==> config.mk <==
export PLATFORM = sky130hd
export DESIGN_NAME = div_16_8_seq
export DESIGN_NICKNAME = d
export VERILOG_FILES = /design/src/rtl/div_16_8_seq_pkg.sv /design/src/rtl/div_16_8_seq_sub9_trial.sv /design/src/rtl/div_16_8_seq.sv
export SDC_FILE = /design/constraint.sdc
export NUM_CORES = 1
export LEC_CHECK = 0
export BUFFER_PORTS_ARGS = -buffer_cell sky130_fd_sc_hd__buf_2
export CAP_MARGIN = 15
export CORE_MARGIN = 2
export CORE_UTILIZATION = 45
export DETAILED_ROUTE_END_ITERATION = 8
export PLACE_DENSITY = 0.66
export SETUP_SLACK_MARGIN = 0.05
export SLEW_MARGIN = 20
export SYNTH_ARGS = -nofsm -noshare
export SYNTH_HDL_FRONTEND = slang
export SYNTH_SLANG_ARGS = --single-unit
==> constraint.sdc <==
create_clock -name clk -period 4.1 [get_ports clk]
set_input_delay 0.41 -clock clk [delete_from_list [all_inputs] [get_ports clk]]
set_output_delay 0.41 -clock clk [all_outputs]
set_load 0.005 [all_outputs]
==> src/rtl/div_16_8_seq_pkg.sv <==
// Shared constants and types for the 16/8 sequential restoring divider.
//   DIVIDEND_W    : dividend / quotient width
//   DIVISOR_W     : divisor / remainder width
//   CNT_W         : iteration counter width (2**CNT_W > DIVIDEND_W)
//   LAST_ITER     : counter value on the final quotient-bit iteration
//   DIV_ZERO_QUOT : quotient reported for a zero divisor
//   state_t       : controller states
package div_16_8_seq_pkg;

    localparam int DIVIDEND_W = 16;
    localparam int DIVISOR_W  = 8;
    localparam int CNT_W      = 5;

    localparam logic [CNT_W-1:0]      LAST_ITER     = 5'd15;
    localparam logic [DIVIDEND_W-1:0] DIV_ZERO_QUOT = 16'hFFFF;

    typedef enum logic [1:0] {
        IDLE = 2'd0,
        CALC = 2'd1,
        DONE = 2'd2
    } state_t;

endpackage : div_16_8_seq_pkg

==> src/rtl/div_16_8_seq_sub9_trial.sv <==
// 9-bit trial subtractor for the restoring divider: diff = a - b computed as
// a + ~b + 1 with two 4-bit ripple adder stages plus a final 1-bit stage, so
// the path is built the same way as the multiplier's adders.
//   a      : minuend (shifted partial remainder)
//   b      : subtrahend (zero-extended divisor)
//   diff   : a - b modulo 2**9
//   borrow : 1 when a < b (trial result negative)
module sub9_trial (
    input  logic [8:0] a,
    input  logic [8:0] b,
    output logic [8:0] diff,
    output logic       borrow
);

    // 4-bit ripple-carry adder cell; returns {carry_out, sum[3:0]}.
    function automatic logic [4:0] add4(input logic [3:0] x,
                                        input logic [3:0] y,
                                        input logic       cin);
        logic [4:0] res;
        logic       c;
        c = cin;
        for (int i = 0; i < 4; i++) begin
            res[i] = x[i] ^ y[i] ^ c;
            c      = (x[i] & y[i]) | (x[i] & c) | (y[i] & c);
        end
        res[4] = c;
        return res;
    endfunction

    logic [4:0] lo_s;
    logic [4:0] mid_s;
    logic       top_sum_s;
    logic       top_cout_s;

    // Ripple a + ~b + 1 through two nibble cells and the ninth bit.
    always_comb begin
        lo_s       = add4(a[3:0], ~b[3:0], 1'b1);
        mid_s      = add4(a[7:4], ~b[7:4], lo_s[4]);
        top_sum_s  = a[8] ^ ~b[8] ^ mid_s[4];
        top_cout_s = (a[8] & ~b[8]) | (a[8] & mid_s[4]) | (~b[8] & mid_s[4]);
        diff       = {top_sum_s, mid_s[3:0], lo_s[3:0]};
        // No carry out of a + ~b + 1 means the subtraction wrapped.
        borrow     = ~top_cout_s;
    end

endmodule : sub9_trial

==> src/rtl/div_16_8_seq.sv <==
// Sequential restoring divider, 16-bit unsigned dividend / 8-bit unsigned
// divisor, one quotient bit per clock through a shared trial subtractor.
//   clk, rst_n          : rising-edge clock, async active-low reset
//   in_valid / in_ready : operand handshake (accept when both high)
//   dividend, divisor   : operands, sampled only at the accept edge
//   out_valid/out_ready : result handshake
//   quotient, remainder : result (held after the handshake)
//   div_zero            : result came from a zero divisor
module div_16_8_seq
    import div_16_8_seq_pkg::*;
(
    input  logic                  clk,
    input  logic                  rst_n,
    input  logic                  in_valid,
    output logic                  in_ready,
    input  logic [DIVIDEND_W-1:0] dividend,
    input  logic [DIVISOR_W-1:0]  divisor,
    output logic                  out_valid,
    input  logic                  out_ready,
    output logic [DIVIDEND_W-1:0] quotient,
    output logic [DIVISOR_W-1:0]  remainder,
    output logic                  div_zero
);

    state_t                  state_r;
    state_t                  state_nxt_s;
    logic [DIVIDEND_W-1:0]   q_r;
    logic [DIVISOR_W-1:0]    d_r;
    logic [DIVISOR_W:0]      r_r;
    logic [CNT_W-1:0]        cnt_r;
    logic                    in_ready_r;
    logic                    out_valid_r;
    logic [DIVIDEND_W-1:0]   quotient_r;
    logic [DIVISOR_W-1:0]    remainder_r;
    logic                    div_zero_r;

    logic                    accept_s;
    logic [DIVISOR_W:0]      shifted_s;
    logic [DIVISOR_W:0]      diff_s;
    logic                    borrow_s;
    logic [DIVISOR_W:0]      r_nxt_s;
    logic [DIVIDEND_W-1:0]   q_nxt_s;

    assign in_ready  = in_ready_r;
    assign out_valid = out_valid_r;
    assign quotient  = quotient_r;
    assign remainder = remainder_r;
    assign div_zero  = div_zero_r;

    sub9_trial u_trial (
        .a      (shifted_s),
        .b      ({1'b0, d_r}),
        .diff   (diff_s),
        .borrow (borrow_s)
    );

    // One restoring step: shift next dividend bit into R and keep the
    // subtraction only when it did not go negative.
    always_comb begin
        accept_s  = in_valid && in_ready_r;
        shifted_s = {r_r[DIVISOR_W-1:0], q_r[DIVIDEND_W-1]};
        if (borrow_s) begin
            r_nxt_s = shifted_s;
        end else begin
            r_nxt_s = diff_s;
        end
        q_nxt_s = {q_r[DIVIDEND_W-2:0], ~borrow_s};
    end

    // Controller state register.
    always_ff @(posedge clk or negedge rst_n) begin
        if (!rst_n) begin
            state_r <= IDLE;
        end else begin
            state_r <= state_nxt_s;
        end
    end

    // Controller next-state logic.
    always_comb begin
        state_nxt_s = state_r;
        case (state_r)
            IDLE: begin
                if (accept_s) begin
                    if (divisor == 8'd0) begin
                        state_nxt_s = DONE;
                    end else begin
                        state_nxt_s = CALC;
                    end
                end else begin
                    state_nxt_s = IDLE;
                end
            end
            CALC: begin
                if (cnt_r == LAST_ITER) begin
                    state_nxt_s = DONE;
                end else begin
                    state_nxt_s = CALC;
                end
            end
            DONE: begin
                if (out_valid_r && out_ready) begin
                    state_nxt_s = IDLE;
                end else begin
                    state_nxt_s = DONE;
                end
            end
            default: state_nxt_s = IDLE;
        endcase
    end

    // Datapath registers and registered handshake/result outputs.
    always_ff @(posedge clk or negedge rst_n) begin
        if (!rst_n) begin
            q_r         <= 16'd0;
            d_r         <= 8'd0;
            r_r         <= 9'd0;
            cnt_r       <= 5'd0;
            in_ready_r  <= 1'b1;
            out_valid_r <= 1'b0;
            quotient_r  <= 16'd0;
            remainder_r <= 8'd0;
            div_zero_r  <= 1'b0;
        end else begin
            // in_ready only rises the cycle after the result handshake.
            in_ready_r <= (state_nxt_s == IDLE);
            case (state_r)
                IDLE: begin
                    if (accept_s) begin
                        q_r   <= dividend;
                        d_r   <= divisor;
                        r_r   <= 9'd0;
                        cnt_r <= 5'd0;
                    end
                end
                CALC: begin
                    q_r   <= q_nxt_s;
                    r_r   <= r_nxt_s;
                    cnt_r <= cnt_r + 5'd1;
                    if (cnt_r == LAST_ITER) begin
                        quotient_r  <= q_nxt_s;
                        remainder_r <= r_nxt_s[DIVISOR_W-1:0];
                        div_zero_r  <= 1'b0;
                        out_valid_r <= 1'b1;
                    end
                end
                DONE: begin
                    // Entering DONE without a valid result only happens on
                    // the zero-divisor path; publish its fixed result here.
                    if (!out_valid_r) begin
                        quotient_r  <= DIV_ZERO_QUOT;
                        remainder_r <= q_r[DIVISOR_W-1:0];
                        div_zero_r  <= 1'b1;
                        out_valid_r <= 1'b1;
                    end else if (out_ready) begin
                        out_valid_r <= 1'b0;
                    end
                end
                default: begin
                    out_valid_r <= 1'b0;
                end
            endcase
        end
    end

endmodule : div_16_8_seq

---- After elaboration in Yosys (flattened, before gate mapping) ----
Index checks and enable logic that the tools add are counted.
cells by class
  add/sub/neg operators ................... 1
  equality and inequality tests ........... 6
  muxes and demuxes ....................... 25
  bitwise operators ....................... 60
  reductions and logical operators ........ 11
operators by type and width
  cell                                                  count
  case mux 16 bit (2 select lines)                      2
  two-way mux 16 bit                                    3
  two-way mux 8 bit                                     4
  case mux 8 bit (2 select lines)                       2
  bitwise AND 1 bit                                     23
  OR 1 bit                                              18
  bitwise XOR 1 bit                                     15
  case mux 5 bit (2 select lines)                       1
  zero test 8 bit                                       1
  two-way mux 2 bit                                     4
  NOT 4 bit                                             2
  != test 2 bit (second input constant)                 3
  case mux 2 bit (3 select lines)                       1
  AND reduction 2 bit                                   3
  adder 5 x 1 -> 5 bit (second input constant)          1
  equality test 5 x 4 -> 1 bit (second input constant)  1
  two-way mux 1 bit                                     5
  two-way mux 5 bit                                     1
  zero test 2 bit                                       2
  nonzero test 2 bit                                    2
  case mux 1 bit (3 select lines)                       1
  AND reduction 3 bit                                   1
  equality test 2 x 1 -> 1 bit (second input constant)  1
  equality test 2 bit (second input constant)           1
  other kinds (3)                                       5
storage, ports and cells
  bits in registers ....................... 66
  bits of input ports ..................... 28
  output and inout bits ................... 27
  logic and storage cells ................. 113

---- Depth between registers and ports, before layout ----
Gate-level depths: netlist (run 1).
  depth after elaboration ................. 31
  mapped depth ............................ 16
  gate-level depth less buffers ........... 15

---- By module ----
A second synthesis (run 1) with hierarchy kept.
second synthesis, totals
  cells, all modules ...................... 267
  area total of the unflattened synthesis .. 3,335.7 um2
by module, submodules not included
  module        times used  cells each  area each (um2)  seq. area each (um2)
  div_16_8_seq  1           239         3,088.0          1,652.8
  sub9_trial    1           28          247.7            0.0

---- Worst setup path before layout (run 1) ----
No wires, ideal clock.
  kind .................................... reg-to-reg
  start ................................... register q_r[15]
  end ..................................... register remainder_r[6], in the netlist remainder[6]
  setup time .............................. 64 ps
  arrival ................................. 3,942 ps
  required time ........................... 4,036 ps
  setup slack ............................. 93 ps
  stages on the path, launching flop included .. 17
  path buffers ............................ 1
  period minus slack after synthesis ...... 4,007 ps
  cells stage by stage .................... dfrtp_1 inv_1 ha_1 inv_1 fa_1 fa_1 fa_1 inv_1 fa_1 inv_1 fa_1 fa_1 fa_1 or2_2 buf_2 a221oi_1 mux2_4
between the ends
  longest elaborated chain between the ends .. 30
  elaborated cells on any way between the ends .. 38
  those cells by class .................... mux (3); bitwise (35)
RTL lines
  item                                 line                           text
  start: declaration                   div_16_8_seq.sv:27             logic [DIVIDEND_W-1:0] q_r;
  start signal: assignment             div_16_8_seq.sv:130            q_r <= dividend;
  start signal: assignment             div_16_8_seq.sv:137            q_r <= q_nxt_s;
  bitwise AND 1 bit                    div_16_8_seq_sub9_trial.sv:24  c = (x[i] & y[i]) | (x[i] & c) | (y[i] & c);
  OR 1 bit (*) (2 in series)           div_16_8_seq_sub9_trial.sv:24
  bitwise AND 1 bit                    div_16_8_seq_sub9_trial.sv:24
  OR 1 bit                             div_16_8_seq_sub9_trial.sv:24
  OR 1 bit (*)                         div_16_8_seq_sub9_trial.sv:24
  bitwise AND 1 bit                    div_16_8_seq_sub9_trial.sv:24
  OR 1 bit                             div_16_8_seq_sub9_trial.sv:24
  OR 1 bit (*)                         div_16_8_seq_sub9_trial.sv:24
  [... 10 more ...]                    -
  OR 1 bit (2 in series)               div_16_8_seq_sub9_trial.sv:24
  bitwise AND 1 bit                    div_16_8_seq_sub9_trial.sv:24
  OR 1 bit (2 in series)               div_16_8_seq_sub9_trial.sv:24
  bitwise AND 1 bit                    div_16_8_seq_sub9_trial.sv:40  top_cout_s = (a[8] & ~b[8]) | (a[8] & mid_s[4]) | (~b[8] & mid_s[4]);
  OR 1 bit (2 in series)               div_16_8_seq_sub9_trial.sv:40
  two-way mux 8 bit (*)                div_16_8_seq.sv:62             if (borrow_s) begin
  two-way mux 8 bit (*)                div_16_8_seq.sv:140            if (cnt_r == LAST_ITER) begin
  case mux 8 bit (2 select lines) (*)  div_16_8_seq.sv:127            case (state_r)
  end signal: assignment               div_16_8_seq.sv:142            remainder_r <= r_nxt_s[DIVISOR_W-1:0];
  end signal: assignment               div_16_8_seq.sv:152            remainder_r <= q_r[DIVISOR_W-1:0];
  end: declaration                     div_16_8_seq.sv:34             logic [DIVISOR_W-1:0] remainder_r;
Every way passes the cells marked *; elsewhere a longest branch is shown, timed or not. The select of a mux whose other input is x is not followed.
A chain may end at the register's enable or synchronous reset.

---- Worst setup path after layout (run 1) ----
  start ................................... register q_r[15]
  end ..................................... register remainder_r[3], in the netlist remainder[3]
between the ends
  longest elaborated chain between the ends .. 30
  elaborated cells on any way between the ends .. 38
  those cells by class .................... mux (3); bitwise (35)
RTL lines
  item                                 line
  bitwise AND 1 bit                    div_16_8_seq_sub9_trial.sv:24
  OR 1 bit (*) (2 in series)           div_16_8_seq_sub9_trial.sv:24
  bitwise AND 1 bit                    div_16_8_seq_sub9_trial.sv:24
  OR 1 bit                             div_16_8_seq_sub9_trial.sv:24
  OR 1 bit (*)                         div_16_8_seq_sub9_trial.sv:24
  bitwise AND 1 bit                    div_16_8_seq_sub9_trial.sv:24
  OR 1 bit                             div_16_8_seq_sub9_trial.sv:24
  OR 1 bit (*)                         div_16_8_seq_sub9_trial.sv:24
  [... 10 more ...]                    -
  OR 1 bit (2 in series)               div_16_8_seq_sub9_trial.sv:24
  bitwise AND 1 bit                    div_16_8_seq_sub9_trial.sv:24
  OR 1 bit (2 in series)               div_16_8_seq_sub9_trial.sv:24
  bitwise AND 1 bit                    div_16_8_seq_sub9_trial.sv:40
  OR 1 bit (2 in series)               div_16_8_seq_sub9_trial.sv:40
  two-way mux 8 bit (*)                div_16_8_seq.sv:62
  two-way mux 8 bit (*)                div_16_8_seq.sv:140
  case mux 8 bit (2 select lines) (*)  div_16_8_seq.sv:127
Marked as above.

==> results of run 1 <==
==> logic make-up (layout without fill, tap and decap cells) <==
kind of cell	count (synthesis)	in the layout	share of synthesized area
AO/OA/AOI/OAI	85	85	0.2030
buffers and inverters	58	117	0.07474
AND/OR/NAND/NOR	73	73	0.1125
adder cells (fa/ha/maj)	14	14	0.06539
multiplexers	22	22	0.06971
flip-flops	66	66	0.4747
==> layer usage <==
layer  up-vias  global-route usage  wire, µm  part of all wire
li1       1263                   -         -                 -
met1      1362              0.2986      3831              0.47
met2        59              0.3229      3949              0.48
met3         7             0.04273       339             0.041
met4         0             0.06841       100             0.012
met5         -                   0         0                 0
==> synth_stat cells (3+ instances only) <==
master	count
or2_2	8
a32o_1	4
a21oi_1	5
o221a_2	14
nand2b_1	8
fa_1	7
o2bb2ai_1	5
mux2_2	14
nor4_1	8
ha_1	7
a221oi_1	7
mux2i_1	7
a31oi_1	15
dfrtp_1	65
nand3_1	7
o22a_1	16
o21ai_0	5
buf_2	16
clkbuf_1	3
inv_1	35
nor2_1	20
nand2_1	11
==> state kept, by name (all words and copies together), names as in the netlist <==
signal     flops
cnt_r          5
d_r            8
div_zero       1
in_ready       1
out_valid      1
q_r           16
quotient      16
r_r            8
remainder      8
state_r        2
==> cell type report <==
cell class | count | area [µm²]
Clock buffer | 11 | 131.4
Fill cell | 687 | 3374
Tap cell | 102 | 127.6
Inverter | 35 | 131.4
Timing Repair Buffer | 66 | 375.4
Clock inverter | 5 | 102.6
Sequential cell | 66 | 1653
Multi-Input combinational cell | 194 | 1712
==> repair_timing <==
action                                  4_1_cts  5_1_grt
setup buffers                                 1        1
resized for setup                            15       21
pin swaps                                     3        3
endpoints found under the setup margin       16       16
cloned                                        0        0
==> power groups by stage <==
stage	clock (mW)	combinational, mW	sequential [mW]
6_report	0.656	2.09	1.14
5_1_grt	0.697	2.34	1.17
4_1_cts	0.669	1.93	1.12
3_5_place_dp	0	1.83	1.12
3_3_place_gp	0	1.80	1.11
2_1_floorplan	0	1.40	1.06
==> final timing paths <==
| kind | from | to | slack (ns) | cells past startpoint |
|---|---|---|---|---|
| max | q_r[15]$_DFFE_PN0P_ | remainder[3]$_DFFE_PN0P_ | 0.15 | 16 |
| min | rst_n | quotient[12]$_DFFE_PN0P_ | 0.23 | 1 |
| max reg2reg | q_r[15]$_DFFE_PN0P_ | remainder[3]$_DFFE_PN0P_ | 0.15 | 16 |
| min reg2reg | quotient[11]$_DFFE_PN0P_ | quotient[11]$_DFFE_PN0P_ | 0.48 | 1 |
| max in group asynchronous | rst_n | in_ready$_DFF_PN1_ | 2.91 | 2 |
| min in group clk | divisor[1] | d_r[1]$_DFFE_PN0P_ | 0.31 | 2 |
==> stage by stage <==
stage               power (mW)  instances  area, µm²
floorplan                2.458        318       3482
CTS                      3.714        478       4131
detailed placement       2.949        461       3826
finish                   3.888        479       4233
global placement         2.908        461       3826
global route             4.206        479       4233
==> flow_summary_export.csv, run 1 <==
group,metric,value,unit
pwr,p_seq_frac,0.293,
clocking,clk_path_buf_depth,2,
logic_synthesis,avgSynthCellArea,10.95,µm²
final_layout,area_growth,21.56,%
routing,vias,2691,
logic_synthesis,synth_nets,360,
sta,drv_slew,0,
pwr,ir_drop,0.4882,mV
worst_setup_path,cp_slowest_cell,"dfrtp_1",
logic_synthesis,ys_seq_area_frac,0.4747,
final_layout,nNetsFinal,414,
global_route,grt_pass1_wl,13890,µm
pwr,p_int,2.330,mW
routing,wire_per_inst,17.16,µm
sta,fin_ws,0.1517,ns
pwr,sw_frac_of_total,0.4006,
worst_setup_path,critical_path_buf_inv_count,5,
global_route,grt_usage,0.2097,
die,design.core.area,7607,µm²
placed_design,place.gp.congestion,0.8492,
placed_design,dp_slack,-0.1664,ns
placed_design,io_buffers,54,
clocking,cts_tree,"yes",
worst_setup_path,startpoint_type,"flop",
final_layout,most-common-layout-cells,"65 x dfrtp_1, 54 x buf_2, 33 x inv_1",
worst_setup_path,critPathCaptureType,"flop",
logic_synthesis,netlist_area,3482,µm²
logic_synthesis,yosysUniqueCellTypes,47,
logic_synthesis,yosys-top-cells-area,"dfrtp_1 47%, mux2_2 4.5%, o221a_2 4.5%",
global_route,overflow,0,
logic_synthesis,syn_inst,318,
worst_setup_path,crit_type,"flop to flop",
sta,hold_viol_final,0,
die,rows,32,
worst_setup_path,slowest_delay,0.38,ns
placed_design,dp.final_hpwl,5554,µm
worst_setup_path,critPathArrivalTime,4.17,ns
worst_setup_path,worstPathMaxFanout,7,
logic_synthesis,synth_top_area_frac,0.4671,
global_route,grt_pass1_vias,2697,
sta,holdWs,0.2300,ns
final_layout,utilization,0.5564,
clocking,cts_hold_repair.buffers,0,
logic_synthesis,synth_edf_count,0,
clocking,numCtsBuffers,9,
final_layout,drive_gt1_frac,0.3899,
global_route,grt_max_degree,43,
routing,dr.pass1.iters,6,
global_route,grt_antenna_before_repair,0,
logic_synthesis,yosysTopAreaCell,"dfrtp_1",
die,die_height,91.97,µm
final_layout,antenna_cells,0,
sta,maxSlewHeadroom,0.2430,
pwr,leakagePower,1.783,nW
sta,skew,0.007937,ns
sta,fmax,253.3,MHz
final_layout,final_common_cell,"dfrtp_1",
clocking,root_buffer,"clkbuf_8",
sta,fin_crit,3.948,ns
routing,drt_drc_violations_left,0,
pwr,pwr-share-comb,0.538,
run,max_cap_viol_count,0,
worst_setup_path,cp_cell_sequence,"inv_1, ha_2, inv_1, fa_2, fa_2, fa_2, inv_2, fa_2, inv_2, fa_2, fa_2, fa_2, buf_8, nor4_2, a221oi_1, mux2_4",
worst_hold_path,hp-class,"input port to async pin",
routing,viasPerCell,5.618,
worst_setup_path,worstPathRequired,4.32,ns
sta,finalSetupViolCount,0,
sta,tns,0,ns
routing,totalWireLength,8221,µm
routing,drt_iter0_drc,208,
die,die-area,8458,µm²
die,die_x,91.97,µm
status,status,"completed",
clocking,htreeDepth,3,
worst_setup_path,cp_top_family,"adder cells",
die,start_util,0.4577,
clocking,cts_sinks,66,
logic_synthesis,yosys_warnings,0,
worst_setup_path,cp_common_cell,"fa_2",
logic_synthesis,ys_seq_elements,66,
logic_synthesis,synthFlopType,"dfrtp_1",
sta,finalCritPeriodShare,0.9630,
routing,ant_nets,0,
pwr,p_clk_frac,0.169,
sta,grt_setup_unrepaired,"no",
die,ioPinCount,55,
logic_synthesis,synthArstFlopShare,1.000,
pwr,p_switching,1.557,mW
clocking,worstSkewPairLatency,0.34,ns
sta,worst_pin_slew,1.135,ns
clocking,clk_pin_slew,0.07,ns
pwr,p_per_area,918.5,nW/µm²
No activity file was read; power rests on OpenSTA's default activity.
==> inputs of run 2 (changes only) <==
- CTS_BUF_LIST: default -> sky130_fd_sc_hd__clkbuf_16
- MAX_ROUTING_LAYER: default -> met4
==> run 2 against run 1 <==
Compared with the run above: core utilization rose by 1.9 points; clock-buffer cell count fell by 2; via count rose by 0.97%; register-to-register slack got worse by 0.17 ns; die area did not move; the run now ends with setup timing left; critical path type unchanged; cell count fell by 0.21%; sequential power barely moved; first-iteration DRC count fell by 15%.
==> flow_summary_export.csv, run 2 (synthesized netlist as in run 1, its figures left out) <==
group,metric,value,unit
worst_setup_path,crit_type,"flop to flop",
worst_setup_path,cp_top_family,"adder cells",
clocking,root_buffer,"clkbuf_16",
routing,drt_iter0_drc,176,
pwr,p_int,2.584,mW
status,violations,"setup timing",
worst_setup_path,worstPathMaxFanout,7,
routing,ant_nets,0,
clocking,clk_pin_slew,0.06,ns
worst_setup_path,slowest_delay,0.44,ns
pwr,ir_drop,0.4631,mV
clocking,numCtsBuffers,9,
pwr,power,4.231,mW
final_layout,final_common_cell,"dfrtp_1",
routing,wire_per_inst,17.33,µm
die,die_x,91.97,µm
routing,drt_drc_violations_left,0,
die,rows,32,
sta,tns,-0.01515,ns
die,die-area,8458,µm²
pwr,sw_frac_of_total,0.3894,
die,ioPinCount,55,
final_layout,most-common-layout-cells,"65 x dfrtp_1, 54 x buf_2, 34 x inv_1",
final_layout,drive_gt1_frac,0.3963,
worst_hold_path,hp-class,"input port to async pin",
clocking,cts_hold_repair.buffers,0,
worst_setup_path,startpoint_type,"flop",
run,max_cap_viol_count,0,
final_layout,final_area,4380,µm²
placed_design,place.gp.congestion,0.8627,
status,status,"finished with violations",
sta,fin_crit,4.115,ns
clocking,cts_tree,"yes",
worst_setup_path,cp_cell_sequence,"inv_1, ha_2, inv_2, fa_2, fa_2, fa_2, inv_2, fa_2, inv_2, fa_2, fa_2, fa_2, buf_12, nor4_2, a221oi_1, mux2_4",
routing,totalWireLength,8285,µm
sta,fin_ws,-0.01515,ns
sta,skew,0.006000,ns
placed_design,dp.final_hpwl,5554,µm
worst_setup_path,worstPathRequired,4.31,ns
clocking,clk_path_buf_depth,2,
worst_setup_path,cp_slowest_cell,"fa_2",
die,design.core.area,7607,µm²
global_route,grt_antenna_before_repair,0,
global_route,grt_max_degree,43,
sta,maxSlewHeadroom,0.1265,
final_layout,utilization,0.5758,
sta,grt_setup_unrepaired,"yes",
pwr,leakagePower,1.848,nW
sta,finalSetupViolCount,1,
placed_design,postPlaceCellArea,3826,µm²
worst_setup_path,critical_path_buf_inv_count,5,
global_route,grt_pass1_vias,2684,
die,die_height,91.97,µm
pwr,p_per_area,965.9,nW/µm²
clocking,htreeDepth,3,
global_route,grt_usage,0.2184,
clocking,cts_sinks,66,
die,start_util,0.4577,
placed_design,io_buffers,54,
global_route,grt_pass1_wl,13940,µm
sta,drv_slew,0,
pwr,p_clk_frac,0.205,
worst_setup_path,critPathArrivalTime,4.33,ns
sta,fmax,243.0,MHz
pwr,pwr-share-comb,0.524,
routing,vias,2717,
worst_setup_path,cp_common_cell,"fa_2",
sta,finalCritPeriodShare,1.004,
routing,viasPerCell,5.684,
final_layout,area_growth,25.80,%
global_route,overflow,0,
final_layout,nNetsFinal,413,
routing,dr.pass1.iters,4,
sta,worst_pin_slew,1.310,ns
final_layout,antenna_cells,0,
pwr,p_switching,1.648,mW
sta,hold_viol_final,0,
pwr,p_seq_frac,0.271,
clocking,worstSkewPairLatency,0.33,ns
worst_setup_path,critPathCaptureType,"flop",
## run 2: changes by cell type in the layout (fill, tap and decap cells not counted), moves of 3 or more
| cell | change |
|---|---|
| clkbuf_16 | +9 |
| clkbuf_8 | -9 |
| nor4_2 | -3 |
| nor4_4 | +3 |
## run 2: worst paths after layout
check | from | end | slack (ns) | cells past startpoint
min in group clk | divisor[2] | d_r[2]$_DFFE_PN0P_ | 0.33 | 2
setup / recovery | q_r[15]$_DFFE_PN0P_ | remainder[2]$_DFFE_PN0P_ | -0.02 | 16
max in group asynchronous | rst_n | in_ready$_DFF_PN1_ | 2.92 | 2
setup reg to reg | q_r[15]$_DFFE_PN0P_ | remainder[2]$_DFFE_PN0P_ | -0.02 | 16
hold reg to reg | quotient[11]$_DFFE_PN0P_ | quotient[11]$_DFFE_PN0P_ | 0.48 | 1
hold / removal | rst_n | quotient[12]$_DFFE_PN0P_ | 0.23 | 1
## run 2: per-stage QoR
step | cells | worst slack [ns] | hold WS (ns)
3_5_place_dp | 461 | -0.1664 | 0.4718
2_1_floorplan | 318 | 0.09329 | 0.1144
5_1_grt | 478 | -0.1040 | 0.3194
6_report | 478 | -0.01515 | 0.2342
3_3_place_gp | 461 | -0.08240 | 0.4651
4_1_cts | 477 | 0.08865 | 0.2709
## run 2: area by class of cell
| class | count | area (µm²) |
|---|---|---|
| Sequential cell | 66 | 1653 |
| Clock inverter | 7 | 110.1 |
| Tap cell | 102 | 127.6 |
| Timing Repair Buffer | 65 | 372.9 |
| Multi-Input combinational cell | 194 | 1760 |
| Inverter | 35 | 131.4 |
| Fill cell | 669 | 3227 |
| Clock buffer | 9 | 225.2 |
## run 2: power groups by stage
stage / Sequential [mW] / Combinational [mW] / Clock (mW)
after floorplan: 1.06 / 1.40 / 0
after global placement: 1.11 / 1.80 / 0
after detailed placement: 1.12 / 1.83 / 0
after CTS: 1.11 / 1.89 / 0.884
after global routing: 1.18 / 2.44 / 0.910
final: 1.15 / 2.22 / 0.869
## run 2: repair_timing
action                                  in CTS  in global routing
cloned                                       0                  0
buffers inserted                             0                  1
endpoints found under the setup margin      16                 15
pin swaps                                    0                  6
resized for setup                           10                 35
hold endpoints to repair                     0                  0
## run 2: routing by layer
metal | track usage | share of wire
met3 | 0.03698 | 0.045
met2 | 0.3180 | 0.48
met4 | 0.09701 | 0.019
met1 | 0.3027 | 0.45
met5 | - | 0
